<file path="src/rtl/store_commit_buffer.sv">
`default_nettype none
// ============================================================================
// Module   : store_commit_buffer
// Purpose  : Drain side of the store queue. Accepts up to N committed stores
//            per cycle from the SQ head window into a small in-order
//            write buffer. Issues them one at a time to data memory over a
//            valid/ready channel. Answers word-granular store-to-load
//            forwarding lookups against buffered stores.
// Ports    : clock, reset              - clock, synchronous active-high reset
//            sq_head_entries_i         - SQ head window, oldest in slot 0
//            sq_head_valids_i          - per-slot valid of the head window
//            rob_store_commits_i       - stores committing this cycle (prefix)
//            commit_ready_count_o      - max stores the ROB may commit now
//            sq_pop_count_o            - head entries the SQ releases now
//            mem_req_*_o / _ready_i    - write request channel to memory
//            fwd_addr_i                - load address for forwarding lookup
//            fwd_hit_o / fwd_data_o    - youngest word match is a full word
//            fwd_conflict_o            - youngest word match is sub-word
//            wb_empty_o                - no buffered stores
// Entry    : {valid, addr[31:0], data[31:0], mem_size[MEM_SIZE-1:0]}, MSB first
// Sizes    : BYTE = 0, HALF = 1, WORD = 2
// Revision : 1.0 - initial release
// ============================================================================
module store_commit_buffer #(
  parameter  int N        = 2,
  parameter  int WB_DEPTH = 4,
  parameter  int MEM_SIZE = 2,
  localparam int ENTRY_W  = 1 + 32 + 32 + MEM_SIZE,
  localparam int KW       = $clog2(N + 1)
) (
  input  logic                           clock,
  input  logic                           reset,
  input  logic [N-1:0][ENTRY_W-1:0]      sq_head_entries_i,
  input  logic [N-1:0]                   sq_head_valids_i,
  input  logic [KW-1:0]                  rob_store_commits_i,
  output logic [KW-1:0]                  commit_ready_count_o,
  output logic [KW-1:0]                  sq_pop_count_o,
  output logic                           mem_req_valid_o,
  output logic [31:0]                    mem_req_addr_o,
  output logic [31:0]                    mem_req_data_o,
  output logic [MEM_SIZE-1:0]            mem_req_size_o,
  input  logic                           mem_req_ready_i,
  input  logic [31:0]                    fwd_addr_i,
  output logic                           fwd_hit_o,
  output logic [31:0]                    fwd_data_o,
  output logic                           fwd_conflict_o,
  output logic                           wb_empty_o
);

  localparam int PTR_W = (WB_DEPTH > 1) ? $clog2(WB_DEPTH) : 1;
  localparam int CNT_W = $clog2(WB_DEPTH + 1);

  // Field positions inside one head-window entry
  localparam int F_VALID  = ENTRY_W - 1;
  localparam int F_ADDR_H = ENTRY_W - 2;
  localparam int F_DATA_H = MEM_SIZE + 31;

  localparam logic [MEM_SIZE-1:0] SIZE_WORD = MEM_SIZE'(2);
  localparam logic [KW-1:0]       N_K       = KW'(N);

  // Storage
  logic [31:0]         addr_q [WB_DEPTH];
  logic [31:0]         data_q [WB_DEPTH];
  logic [MEM_SIZE-1:0] size_q [WB_DEPTH];

  logic [PTR_W-1:0] head_q, head_d;
  logic [PTR_W-1:0] tail_q, tail_d;
  logic [CNT_W-1:0] count_q, count_d;

  logic [KW-1:0]    w_k;
  logic             w_pop;
  logic [KW-1:0]    w_commit_ready;
  logic [CNT_W-1:0] w_free;

  logic [PTR_W-1:0] w_wr_idx [N];
  logic [N-1:0]     w_wr_en;

  logic [PTR_W-1:0]    w_age_idx   [WB_DEPTH];
  logic [WB_DEPTH-1:0] w_age_live;
  logic [WB_DEPTH-1:0] w_age_match;

  logic w_illegal;

  assign w_k   = rob_store_commits_i;
  assign w_pop = (count_q != '0) && mem_req_ready_i;

  // --------------------------------------------------------------------------
  // Commit credit: derived from registered occupancy only, so a drain in the
  // same cycle never frees a slot early and there is no path from ready.
  // --------------------------------------------------------------------------
  always_comb begin
    w_free         = CNT_W'(WB_DEPTH) - count_q;
    w_commit_ready = N_K;
    if (w_free < CNT_W'(N)) begin
      w_commit_ready = KW'(w_free);
    end
  end

  assign commit_ready_count_o = reset ? N_K : w_commit_ready;
  assign sq_pop_count_o       = reset ? '0 : w_k;

  // Per-slot write targets for the accepted prefix of the head window
  for (genvar gi = 0; gi < N; gi++) begin : g_wr
    assign w_wr_idx[gi] = tail_q + PTR_W'(gi);
    assign w_wr_en[gi]  = (KW'(gi) < w_k);
  end

  always_ff @(posedge clock) begin
    if (reset) begin
      for (int e = 0; e < WB_DEPTH; e++) begin
        addr_q[e] <= '0;
        data_q[e] <= '0;
        size_q[e] <= '0;
      end
    end else begin
      for (int i = 0; i < N; i++) begin
        if (w_wr_en[i]) begin
          addr_q[w_wr_idx[i]] <= sq_head_entries_i[i][F_ADDR_H -: 32];
          data_q[w_wr_idx[i]] <= sq_head_entries_i[i][F_DATA_H -: 32];
          size_q[w_wr_idx[i]] <= sq_head_entries_i[i][MEM_SIZE-1:0];
        end
      end
    end
  end

  // --------------------------------------------------------------------------
  // Pointers and occupancy; pointer wrap comes from natural overflow.
  // --------------------------------------------------------------------------
  always_comb begin
    head_d  = head_q + PTR_W'(w_pop);
    tail_d  = tail_q + PTR_W'(w_k);
    count_d = count_q + CNT_W'(w_k) - CNT_W'(w_pop);
  end

  always_ff @(posedge clock) begin
    if (reset) begin
      head_q  <= '0;
      tail_q  <= '0;
      count_q <= '0;
    end else begin
      head_q  <= head_d;
      tail_q  <= tail_d;
      count_q <= count_d;
    end
  end

  // --------------------------------------------------------------------------
  // Memory request: payload is a direct read of the head entry, so it holds
  // while ready is low. Valid is forced low during reset.
  // --------------------------------------------------------------------------
  assign mem_req_valid_o = !reset && (count_q != '0);
  assign mem_req_addr_o  = addr_q[head_q];
  assign mem_req_data_o  = data_q[head_q];
  assign mem_req_size_o  = size_q[head_q];
  assign wb_empty_o      = (count_q == '0);

  // --------------------------------------------------------------------------
  // Forwarding: age 0 is the oldest entry. Scanning oldest to youngest and
  // letting later matches overwrite earlier ones leaves the youngest match.
  // --------------------------------------------------------------------------
  for (genvar gj = 0; gj < WB_DEPTH; gj++) begin : g_age
    assign w_age_idx[gj]   = head_q + PTR_W'(gj);
    assign w_age_live[gj]  = (CNT_W'(gj) < count_q);
    assign w_age_match[gj] = w_age_live[gj] &&
                             (addr_q[w_age_idx[gj]][31:2] == fwd_addr_i[31:2]);
  end

  always_comb begin
    fwd_hit_o      = 1'b0;
    fwd_conflict_o = 1'b0;
    fwd_data_o     = '0;
    for (int j = 0; j < WB_DEPTH; j++) begin
      if (w_age_match[j]) begin
        if (size_q[w_age_idx[j]] == SIZE_WORD) begin
          fwd_hit_o      = 1'b1;
          fwd_conflict_o = 1'b0;
          fwd_data_o     = data_q[w_age_idx[j]];
        end else begin
          fwd_hit_o      = 1'b0;
          fwd_conflict_o = 1'b1;
          fwd_data_o     = '0;
        end
      end
    end
  end

  // --------------------------------------------------------------------------
  // Commit protocol check: the ROB may not exceed the offered credit and may
  // only commit valid head-window slots.
  // --------------------------------------------------------------------------
  always_comb begin
    w_illegal = (w_k > w_commit_ready);
    for (int i = 0; i < N; i++) begin
      if (w_wr_en[i] && !(sq_head_valids_i[i] && sq_head_entries_i[i][F_VALID])) begin
        w_illegal = 1'b1;
      end
    end
  end

  a_commit_legal : assert property (@(posedge clock) disable iff (reset) !w_illegal);

  // Byte offset bits do not take part in the word-granular match
  logic w_unused;
  assign w_unused = &{1'b0, fwd_addr_i[1:0]};

endmodule
`default_nettype wire
</file>
<file path="config.mk">
export PLATFORM = sky130hd
export DESIGN_NAME = store_commit_buffer
export DESIGN_NICKNAME = d
export VERILOG_FILES = /design/src/rtl/store_commit_buffer.sv
export SDC_FILE = /design/constraint.sdc
export NUM_CORES = 1
export LEC_CHECK = 0
export ABC_CLOCK_PERIOD_IN_PS = 5910
export BUFFER_PORTS_ARGS = -buffer_cell sky130_fd_sc_hd__buf_2
export CORE_MARGIN = 8
export CORE_UTILIZATION = 54
export DETAILED_ROUTE_END_ITERATION = 8
export PLACE_DENSITY = 0.79
export SYNTH_ARGS = -nofsm -noshare
export SYNTH_HDL_FRONTEND = slang
export SYNTH_SLANG_ARGS = --single-unit
</file>
<file path="constraint.sdc">
create_clock -name clock -period 5.91 [get_ports clock]
set_clock_uncertainty 0.05 [all_clocks]
set_input_delay 1.773 -clock clock [delete_from_list [all_inputs] [get_ports clock]]
set_output_delay 1.773 -clock clock [all_outputs]
set_load 0.005 [all_outputs]
</file>
==> parameters.txt <==
Parameter                              Value

Worst setup path
  Startpoint kind of the worst setup timing path    input port
  Crit. End Element    output pin
  Worst reg2reg path startpoint    count_q[1]$_SDFF_PP0_
  Worst Path Buf+Inv    6
  Setup slack, reg-to-reg    3.25 ns
  Most frequent CP cell    sky130_fd_sc_hd__buf_12
  Capture instance of the worst register-to-register path    count_q[2]$_SDFF_PP0_
  Ordered cell list for the critical path    buf_8 > xnor2_4 > a2111oi_2 > buf_4 > o22ai_2 > or4_4 > buf_12 > nor4_4 > buf_6 > buf_12 > a311o_1 > buf_2
  CP Class    in2out
  Dominant delay contributor by cell family on the critical path    buffers and inverters
  Max FO, Critical Path    8
  Critical path required time    4.09 ns
  Number of cells on the worst reg-to-reg path    12
  Critical path's slowest cell    sky130_fd_sc_hd__or4_4
  Worst endpoint data arrival time    4.34 ns
  Biggest cell delay along the critical path    0.55 ns

GRT
  Antenna violations before repair    12
  Maximum number of pins on one net before global-route repair    130
  Number of global-route vias before repair    18878
  Total congestion overflow    0
  Global-route usage over all layers    0.339
  Wire length of the first global-routing pass    114000 microns

Die
  Die height    209 microns
  Overall die width    209 microns
  Standard-cell rows    70
  I/O pin total    279
  Die Outline Area    43700 sq um
  Core Footprint    36700 sq um
  Initial cell density of the core    0.549

Yosys
  Number of register bits inferred by synthesis    271
  Count of warnings emitted by yosys    0
  Cell type contributing the most total cell area after synthesis    sky130_fd_sc_hd__edfxtp_1
  Proportion of register bits with asynchronous set or reset after synthesis    0
  Fraction of post-synthesis cell area in the top cell type by area    0.394
  Fraction of the yosys area taken by sequential cells    0.400
  Avg Inst Size Synth    10.6 sq um
  Most used DFF post-synth    sky130_fd_sc_hd__edfxtp_1
  Number of different library cells in the post-synthesis netlist    67
  Main area contributors after synthesis    sky130_fd_sc_hd__edfxtp_1, sky130_fd_sc_hd__a22o_1, sky130_fd_sc_hd__mux4_2, sky130_fd_sc_hd__mux2i_1, sky130_fd_sc_hd__xnor2_1
  Synthesized instance count    1892
  Synthesized net count    2073
  Number of enable-type register cells in the synthesized netlist    264
  Summed instance area of the synthesized netlist    20100 sq um

Final layout
  Multi-input logic area    11700 sq um
  Area Overhead vs Synth    23.3%
  Count of nets after finishing    2361
  Footprint of the flip-flops and latches    8080 sq um
  Cell area after layout    24800 sq um
  FILL cells    2693
  Proportion of layout cells with a drive suffix above 1    0.335
  Fraction of the core area covered by cells at the end of the flow    0.677

CTS
  Root cell of the clock tree    sky130_fd_sc_hd__clkbuf_16
  Sinks on the clock net    271
  Clk buf depth    3
  Cts hold-fix bufs    0
  Clock network latency to the later pin of the worst-skew pair    0.54 ns
  Clock tree from TritonCTS    done
  Total number of H-tree levels    2
  Number of CTS-inserted buffers    34
  Clock Pin Slew Worst Setup and Hold Paths    0.05 ns

Power and ir drop
  Worst VDD drop    0.270 mV
  LEAKAGE    9.49 nW
  Post-layout total power    8.42 mW
  Pwr dens    339 nW/um^2

STA
  Worst max-slew margin expressed relative to the limit    0.205
  Final critical delay including setup and external delays    6.16 ns
  FMAX    162 MHz
  Number of failing hold endpoints at the final stage    0
  Min setup slack post-route    -0.249 ns
  Slew Viols, Final    0
  Unrepaired setup endpoints after global routing    yes
  Setup-failing EPs final    34
  Fraction of the cycle the final worst path needs    1.04
  Transition time at the pin with the least slew margin    1.19 ns
  Minimum hold slack    0.594 ns

Min path
  Hold path cells    2
  End point of the worst hold path    count_q[2]$_SDFF_PP0_
  Worst Hold Launch    count_q[2]$_SDFF_PP0_
  Min-Delay Path Class    reg2reg

Placement
  Routability Congestion    0.961
  Post-DP Area    22500 sq um
  DP HPWL    47300 microns
  Port Buf Inserts    272

Route
  Via density per instance    6.99
  DRC violation count after routing    0
  First DRT Iteration DRCs    2268
  Total wirelength of the detailed-routed design    76700 microns
  ANT nets after route    0
  Total via count after detailed routing    18748
  Count of TritonRoute iterations in the first routing pass    6
  Average wire per cell in the routed design    28.6 microns

Run status
  Failing checks    negative setup slack
  Status    complete, but fails checks

Job
  Max Cap Violations    0
## area by class of cell
class	count	area share
flip-flops and latches	271	0.325
multi-input cells	1391	0.471
repair buffers	448	0.134
well taps	468	0.0236
diodes	12	0.00121
clock inverters	15	0.00458
inverters	34	0.00519
clock buffers	43	0.0356
## cells in the final DEF (no fill, tap or decap), types with 32 or more instances in the layout
cell type,synthesis,layout
sky130_fd_sc_hd__edfxtp_1,264,264
sky130_fd_sc_hd__buf_2,35,259
sky130_fd_sc_hd__a22o_1,217,217
sky130_fd_sc_hd__nand2_1,205,205
sky130_fd_sc_hd__mux2i_1,152,150
sky130_fd_sc_hd__buf_4,6,126
sky130_fd_sc_hd__o21ai_0,127,114
sky130_fd_sc_hd__a21oi_1,98,97
sky130_fd_sc_hd__xnor2_1,103,77
sky130_fd_sc_hd__mux2_2,72,72
sky130_fd_sc_hd__mux4_2,71,71
sky130_fd_sc_hd__nor2_1,72,66
sky130_fd_sc_hd__nand4_1,53,53
sky130_fd_sc_hd__clkbuf_16,0,34
sky130_fd_sc_hd__inv_1,34,32
sky130_fd_sc_hd__a311o_1,32,32
## layer usage
| metal | track usage | up-vias | share of wire |
|---|---|---|---|
| li1 | - | 7952 | - |
| met1 | 0.427 | 9110 | 0.37 |
| met2 | 0.536 | 1367 | 0.46 |
| met3 | 0.0831 | 311 | 0.12 |
| met4 | 0.178 | 8 | 0.051 |
| met5 | 0 | - | 0.00066 |
## worst max path at each step
stage / from / endpoint / slack, ns / cells past startpoint
6_report: fwd_addr_i[30] / fwd_data_o[1] / -0.25 / 12
2_1_floorplan: fwd_addr_i[10] / fwd_data_o[23] / 0.06 / 9
3_5_place_dp: fwd_addr_i[27] / fwd_data_o[19] / -0.45 / 10
4_1_cts: fwd_addr_i[10] / fwd_data_o[31] / -0.16 / 10
3_3_place_gp: fwd_addr_i[19] / fwd_data_o[19] / -0.49 / 11
5_1_grt: fwd_addr_i[30] / fwd_data_o[19] / -0.31 / 12
## sequential cells by signal, indices dropped and copies added, names as in the netlist
| register | flops |
|---|---|
| count_q | 3 |
| addr_q | 128 |
| size_q | 8 |
| head_q | 2 |
| data_q | 128 |
| tail_q | 2 |
## repair_timing
| item | in CTS | in global routing |
|---|---|---|
| endpoints found under the setup margin | 34 | 34 |
| buffers inserted | 30 | 4 |
| gates cloned | 13 | 0 |
| endpoints found under the hold margin | 0 | 0 |
| resized for setup | 158 | 19 |
| pin swaps | 42 | 16 |
## worst min-delay path: cells and delay by family, from the launching register on
kind	cells	cell delay [ns]
xor+xnor	1	0.19
simple gates	1	0.04
flops	1	0.37
## through the flow
stage / worst slack [ns] / cells / TNS (ns)
4_1_cts: -0.158 / 2668 / -3.73
3_5_place_dp: -0.446 / 2572 / -13.73
5_1_grt: -0.315 / 2674 / -7.83
2_1_floorplan: 0.0583 / 1892 / 0
6_report: -0.249 / 2682 / -5.88
3_3_place_gp: -0.495 / 2572 / -15.08
## power breakdown
part           switching [mW]  leakage (nW)  total, mW  internal (mW)
clock network           0.852         0.485       1.96           1.10
logic                    2.24          6.17       3.86           1.62
registers               0.189          2.84       2.60           2.41
total                    3.28          9.49       8.42           5.14
## cell families after synthesis
| logic type | after synthesis | share of synthesized area |
|---|---|---|
| AOI/OAI and AO/OA | 566 | 0.203 |
| xor gates and xnor gates | 120 | 0.0522 |
| adders and majority gates | 8 | 0.00534 |
| buffers and inverters | 230 | 0.0488 |
| DFF | 271 | 0.400 |
| muxes | 298 | 0.198 |
| and+or+nand+nor | 399 | 0.0917 |
## cell usage after synthesis, drive strengths merged (4+ instances only)
| master | count |
|---|---|
| o22ai | 9 |
| nor2b | 8 |
| a2111oi | 12 |
| mux2 | 72 |
| nand2b | 7 |
| xnor2 | 103 |
| nor2 | 72 |
| mux2i | 155 |
| buf | 77 |
| o21ai | 132 |
| dfxtp | 7 |
| clkbuf | 119 |
| or2 | 4 |
| and3b | 9 |
| nand4 | 53 |
| a311o | 32 |
| and3 | 4 |
| a22o | 217 |
| a21oi | 98 |
| nor4 | 7 |
| nor3 | 12 |
| xor2 | 17 |
| edfxtp | 264 |
| a211oi | 23 |
| nand2 | 205 |
| a21bo | 9 |
| inv | 34 |
| ha | 7 |
| mux4 | 71 |
| nand3 | 4 |
(Power assumes the default switching activity.)
